$ cat src/rtl/fix_div_if.sv
// Operand/result handshake bundle for the fixed-point divider.
// master = producer/consumer side, slave = divider.
interface fix_div_if #(
    parameter int WIDTH = 16
);
    logic [WIDTH-1:0] in_a;
    logic [WIDTH-1:0] in_b;
    logic             in_valid;
    logic             in_ready;
    logic [WIDTH-1:0] out_q;
    logic             out_ovf;
    logic             out_dz;
    logic             out_valid;
    logic             out_ready;

    modport master (
        output in_a, in_b, in_valid, out_ready,
        input  in_ready, out_q, out_ovf, out_dz, out_valid
    );

    modport slave (
        input  in_a, in_b, in_valid, out_ready,
        output in_ready, out_q, out_ovf, out_dz, out_valid
    );
endinterface

$ cat src/rtl/fix_div.sv
// Sequential signed Q-format divider: restoring division on magnitudes,
// one quotient bit per cycle, sign and saturation applied at the end.
module fix_div #(
    parameter int WIDTH       = 16,
    parameter int POINT_WIDTH = 8
) (
    input logic     clk,
    input logic     rst,
    fix_div_if.slave bus
);
    localparam int ITER = WIDTH + POINT_WIDTH;
    localparam int CW   = $clog2(ITER + 1);

    // Largest quotient magnitudes that still fit the signed result.
    localparam logic [ITER-1:0] NEG_MAG = ITER'(1) << (WIDTH - 1);
    localparam logic [ITER-1:0] POS_MAX = NEG_MAG - ITER'(1);

    localparam logic [WIDTH-1:0] SAT_POS = {1'b0, {(WIDTH-1){1'b1}}};
    localparam logic [WIDTH-1:0] SAT_NEG = {1'b1, {(WIDTH-1){1'b0}}};

    typedef enum logic [1:0] {IDLE, CALC, DONE} state_t;

    state_t           state;
    logic [ITER-1:0]  n;
    logic [ITER-1:0]  q;
    logic [WIDTH-1:0] d;
    logic [WIDTH-1:0] r;
    logic [CW-1:0]    cnt;
    logic             sign;
    logic             a_neg;
    logic             a_zero;

    logic [WIDTH-1:0] a_mag;
    logic [WIDTH-1:0] b_mag;
    logic [WIDTH:0]   r_sh;
    logic [WIDTH:0]   r_sub;
    logic             take;
    logic [WIDTH-1:0] res_q;
    logic             res_ovf;
    logic             res_dz;

    // Two's-complement negate of the most negative value yields 2^(WIDTH-1),
    // which is exactly right when read as unsigned.
    assign a_mag = bus.in_a[WIDTH-1] ? -bus.in_a : bus.in_a;
    assign b_mag = bus.in_b[WIDTH-1] ? -bus.in_b : bus.in_b;

    assign r_sh  = {r, n[ITER-1]};
    assign r_sub = r_sh - {1'b0, d};
    assign take  = (r_sh >= {1'b0, d});

    always_comb begin
        res_q   = '0;
        res_ovf = 1'b0;
        res_dz  = (d == '0);
        if (res_dz) begin
            if (a_zero)     res_q = '0;
            else if (a_neg) res_q = SAT_NEG;
            else            res_q = SAT_POS;
        end else if (!sign) begin
            if (q > POS_MAX) begin
                res_q   = SAT_POS;
                res_ovf = 1'b1;
            end else begin
                res_q = q[WIDTH-1:0];
            end
        end else begin
            if (q > NEG_MAG) begin
                res_q   = SAT_NEG;
                res_ovf = 1'b1;
            end else begin
                res_q = -q[WIDTH-1:0];
            end
        end
    end

    always_ff @(posedge clk) begin
        if (rst) begin
            state         <= IDLE;
            bus.in_ready  <= 1'b1;
            bus.out_valid <= 1'b0;
            bus.out_q     <= '0;
            bus.out_ovf   <= 1'b0;
            bus.out_dz    <= 1'b0;
            n             <= '0;
            q             <= '0;
            d             <= '0;
            r             <= '0;
            cnt           <= '0;
            sign          <= 1'b0;
            a_neg         <= 1'b0;
            a_zero        <= 1'b0;
        end else begin
            case (state)
                IDLE: begin
                    if (bus.in_valid) begin
                        sign         <= bus.in_a[WIDTH-1] ^ bus.in_b[WIDTH-1];
                        a_neg        <= bus.in_a[WIDTH-1];
                        a_zero       <= (bus.in_a == '0);
                        n            <= ITER'(a_mag) << POINT_WIDTH;
                        d            <= b_mag;
                        r            <= '0;
                        q            <= '0;
                        cnt          <= '0;
                        state        <= CALC;
                        bus.in_ready <= 1'b0;
                    end
                end
                CALC: begin
                    // ITER shift/subtract steps, then one cycle to form the result.
                    if (cnt == CW'(ITER)) begin
                        bus.out_q     <= res_q;
                        bus.out_ovf   <= res_ovf;
                        bus.out_dz    <= res_dz;
                        bus.out_valid <= 1'b1;
                        state         <= DONE;
                    end else begin
                        r   <= take ? r_sub[WIDTH-1:0] : r_sh[WIDTH-1:0];
                        q   <= {q[ITER-2:0], take};
                        n   <= n << 1;
                        cnt <= cnt + CW'(1);
                    end
                end
                DONE: begin
                    if (bus.out_ready) begin
                        bus.out_valid <= 1'b0;
                        bus.in_ready  <= 1'b1;
                        state         <= IDLE;
                    end
                end
                default: state <= IDLE;
            endcase
        end
    end
endmodule

$ cat src/flat_wrapper.sv
// flat-port wrapper written by rule: the top's interface ports become plain ports
module fix_div_flat 
#(
    parameter int WIDTH       = 16,
    parameter int POINT_WIDTH = 8
)
  (clk, rst, bus_in_a, bus_in_b, bus_in_valid, bus_out_ready, bus_in_ready, bus_out_q, bus_out_ovf, bus_out_dz, bus_out_valid);
  fix_div_if #(.WIDTH(WIDTH)) bus_i ();
  input logic clk;
  input logic rst;
  input wire logic [$bits(bus_i.in_a)-1:0] bus_in_a;
  input wire logic [$bits(bus_i.in_b)-1:0] bus_in_b;
  input wire logic [$bits(bus_i.in_valid)-1:0] bus_in_valid;
  input wire logic [$bits(bus_i.out_ready)-1:0] bus_out_ready;
  output wire logic [$bits(bus_i.in_ready)-1:0] bus_in_ready;
  output wire logic [$bits(bus_i.out_q)-1:0] bus_out_q;
  output wire logic [$bits(bus_i.out_ovf)-1:0] bus_out_ovf;
  output wire logic [$bits(bus_i.out_dz)-1:0] bus_out_dz;
  output wire logic [$bits(bus_i.out_valid)-1:0] bus_out_valid;
  assign bus_i.in_a = bus_in_a;
  assign bus_i.in_b = bus_in_b;
  assign bus_i.in_valid = bus_in_valid;
  assign bus_i.out_ready = bus_out_ready;
  assign bus_in_ready = bus_i.in_ready;
  assign bus_out_q = bus_i.out_q;
  assign bus_out_ovf = bus_i.out_ovf;
  assign bus_out_dz = bus_i.out_dz;
  assign bus_out_valid = bus_i.out_valid;
  fix_div #(.WIDTH(WIDTH), .POINT_WIDTH(POINT_WIDTH)) u_core (.clk(clk), .rst(rst), .bus(bus_i));
endmodule
$ cat config.mk
export PLATFORM = sky130hd
export DESIGN_NAME = fix_div_flat
export DESIGN_NICKNAME = d
export VERILOG_FILES = /design/src/rtl/fix_div_if.sv /design/src/rtl/fix_div.sv /design/src/flat_wrapper.sv
export SDC_FILE = /design/constraint.sdc
export NUM_CORES = 1
export LEC_CHECK = 0
export BUFFER_PORTS_ARGS = -buffer_cell sky130_fd_sc_hd__buf_2
export CAP_MARGIN = 10
export CORE_ASPECT_RATIO = 1.75
export CORE_MARGIN = 1.5
export CORE_UTILIZATION = 60
export DETAILED_ROUTE_END_ITERATION = 6
export MAX_ROUTING_LAYER = met4
export PLACE_DENSITY = 0.83
export SKIP_CTS_REPAIR_TIMING = 1
export SLEW_MARGIN = 15
export SYNTH_ARGS = -nofsm -noshare
export SYNTH_HDL_FRONTEND = slang
export SYNTH_SLANG_ARGS = --single-unit
$ cat constraint.sdc
create_clock -name clk -period 3 [get_ports clk]
set_input_delay 0.15 -clock clk [delete_from_list [all_inputs] [get_ports clk]]
set_output_delay 0.15 -clock clk [all_outputs]
set_load 0.05 [all_outputs]
==> results.txt <==
Final clock skew - 8.596 ps
Std-Cell Rows - 47
Synthesis-stage register bit count - 102
Clk_lat worst skew - 340 ps
CTS Buf Count - 9
CP Capture Type - register
1st-pass router iterations - 4
Fraction of layout cells with a size suffix above 1 - 0.1256
Port Buffers - 55
Via density - 6.102
Fin crit period - 2845 ps
Total number of vias - 5,553
Critical-path maximum fanout - 6
Dominant synthesized flop cell - dfxtp_1
Mapped cell area - 5782 um^2
Syn-to-layout area delta - 12.10%
Slew Limit Fails - 0
Worst Tran Pin Value - 1078 ps
Slowest cell delay on critical path - 530 ps
Die Y - 132.9 um
Total gr overflow - 0
Post-synth top area share - 0.3532
Sequential fraction of the synthesis area - 0.3532
Mapped Cells - 743
PwrDens - 766.3 nW/um^2
Reg clk slew, reported paths - 70 ps
Detailed Route Iter0 Violations - 238
Largest net degree at the start of global routing - 67
Initial Util - 0.6145
Most frequent cell after synthesis - dfxtp_1
Dpl hpwl - 11,000 um
Status - complete, no violations
DR DRC count - 0
CP required - 3270 ps
Top cells by count, synth - dfxtp_1, nand2_1, a21oi_1
Endpoints failing hold - 0
Synth area leaders - dfxtp_1, a21oi_1, nand2_1
Yosys synthesis warning count - 0
WL final - 14,560 um
Async S/R FF share, synth - 0
Crit-path cells - inv_1 -> ha_1 -> or3b_2 -> or4_4 -> o41ai_1 -> nand3_1 -> buf_4 -> o21ai_1 -> o311ai_0 -> a21oi_1
Worst Hold Class - in2reg
Final #Nets - 841
Synth Area per Inst - 7.782 um^2
# IOs - 56
Post-route design area - 6481 um^2
Die Wd - 77.21 um
First-pass GRT wire length - 23,870 um
# Max-Cap Violations - 0
TritonCTS clock tree - yes
Post-route insts no fill - 910
Placed Area - 6157 um^2
Slowest-stage cell, CP - or4_4
Initial antenna violation count - 0
Core area - 9409 um^2
# setup viols final - 0
Filler instances - 779
Leakage - 0.002538 uW
Area leader, netlist - dfxtp_1
EDFF count, synth - 0
Syn Nets - 801
Hold WS - 77.09 ps
Startpoint class of the critical path - register
Vias in the first global route - 5,280
Gp weighted congestion - 0.9499
Max Fclk - 351.5 MHz
Post-Place Cells - 891
Clk root buf - clkbuf_16
Setup TNS - 0 ps
DRT antenna net count - 0
Count of different cell masters after synthesis - 57
Total GRT Usage - 0.2958
CP Class - reg2reg
H-tree Lvls - 3
Die Footprint - 10,260 um^2
Peak VDD IR - 744.7 uV
Slew Limit Headroom - 0.2777
Arr. time, crit path - 3120 ps
Clk sinks - 102
Unrepaired setup endpoints after global routing - no
Diodes inserted - 0
DR WL/cell - 16.00 um
Final period utilization - 0.9484
Clk buf depth - 2
## area by class of cell
| type | count | area (um^2) | area share |
|---|---|---|---|
| inverters | 32 | 120.1 | 0.01853 |
| repair buffers | 73 | 410.4 | 0.06332 |
| multi-input cells | 565 | 3455 | 0.5330 |
| clock buffers | 12 | 246.5 | 0.03803 |
| well taps | 122 | 152.6 | 0.02355 |
| flip-flops and latches | 102 | 2042 | 0.3151 |
| clock inverters | 4 | 55.05 | 0.008494 |
## per-layer routing
layer  vias to the layer above  share of wire  GRT usage
met3                        41          0.026    0.03724
met1                      2625           0.37     0.2879
met2                       122           0.56     0.5580
met5                         -              0          -
li1                       2765              -          -
met4                         0          0.045     0.1495
## per-stage QoR
step	utilization	power (uW)	setup WS [ps]
global placement	0.6544	3741	216.3
CTS	0.6864	4965	86.94
finish	0.6888	4967	154.9
detailed placement	0.6544	3791	102.6
global route	0.6888	5259	26.00
floorplan	-	3232	410.1
## sequential cells by signal (all words and copies together) (netlist names), 2 cells and up
name              cells
u_core.bus.out_q     16
u_core.cnt            5
u_core.d             16
u_core.n             16
u_core.q             24
u_core.r             16
u_core.state          2
## power by group
group          switching, uW  internal, uW
Sequential               110          1480
Combinational           1260           935
Clock                    508           675
## placed cells by master, fill, tap and decap left out, types with 21 or more instances in the layout
| cell type | count |
|---|---|
| nand3_1 | 33 |
| nor2_1 | 64 |
| xor2_1 | 21 |
| nand2_1 | 87 |
| xnor2_1 | 22 |
| ha_1 | 21 |
| o21ai_0 | 41 |
| a21oi_1 | 82 |
| buf_2 | 55 |
| inv_1 | 32 |
| dfxtp_1 | 102 |
## path summary, 6_finish.rpt
path	from	end	slack (ps)	depth (start not counted)
min	bus_in_b[0]	u_core.d[0]$_SDFFE_PP0P_	80	3
min reg2reg	u_core.n[11]$_SDFFE_PP0P_	u_core.n[12]$_SDFFE_PP0P_	460	2
max reg2reg	u_core.q[1]$_SDFFE_PP0P_	u_core.bus.out_q[13]$_SDFFE_PP0P_	150	10
max	u_core.q[1]$_SDFFE_PP0P_	u_core.bus.out_q[13]$_SDFFE_PP0P_	150	10
## critical path: cells and delay by family, from the launching register on
| family | cells | cell delay [ps] |
|---|---|---|
| fa+ha+maj | 1 | 160 |
| compound gates | 4 | 760 |
| flops | 1 | 350 |
| simple gates | 3 | 1240 |
| buf+inv | 2 | 270 |
## cell families after synthesis
family	share of synthesized area
AO/OA/AOI/OAI	0.2415
XOR/XNOR	0.06514
adder cells (fa/ha/maj)	0.04891
buffers and inverters	0.05172
flip-flops	0.3532
multiplexers	0.02813
AND/OR/NAND/NOR	0.2114
Power figures use the tool's default switching activity.
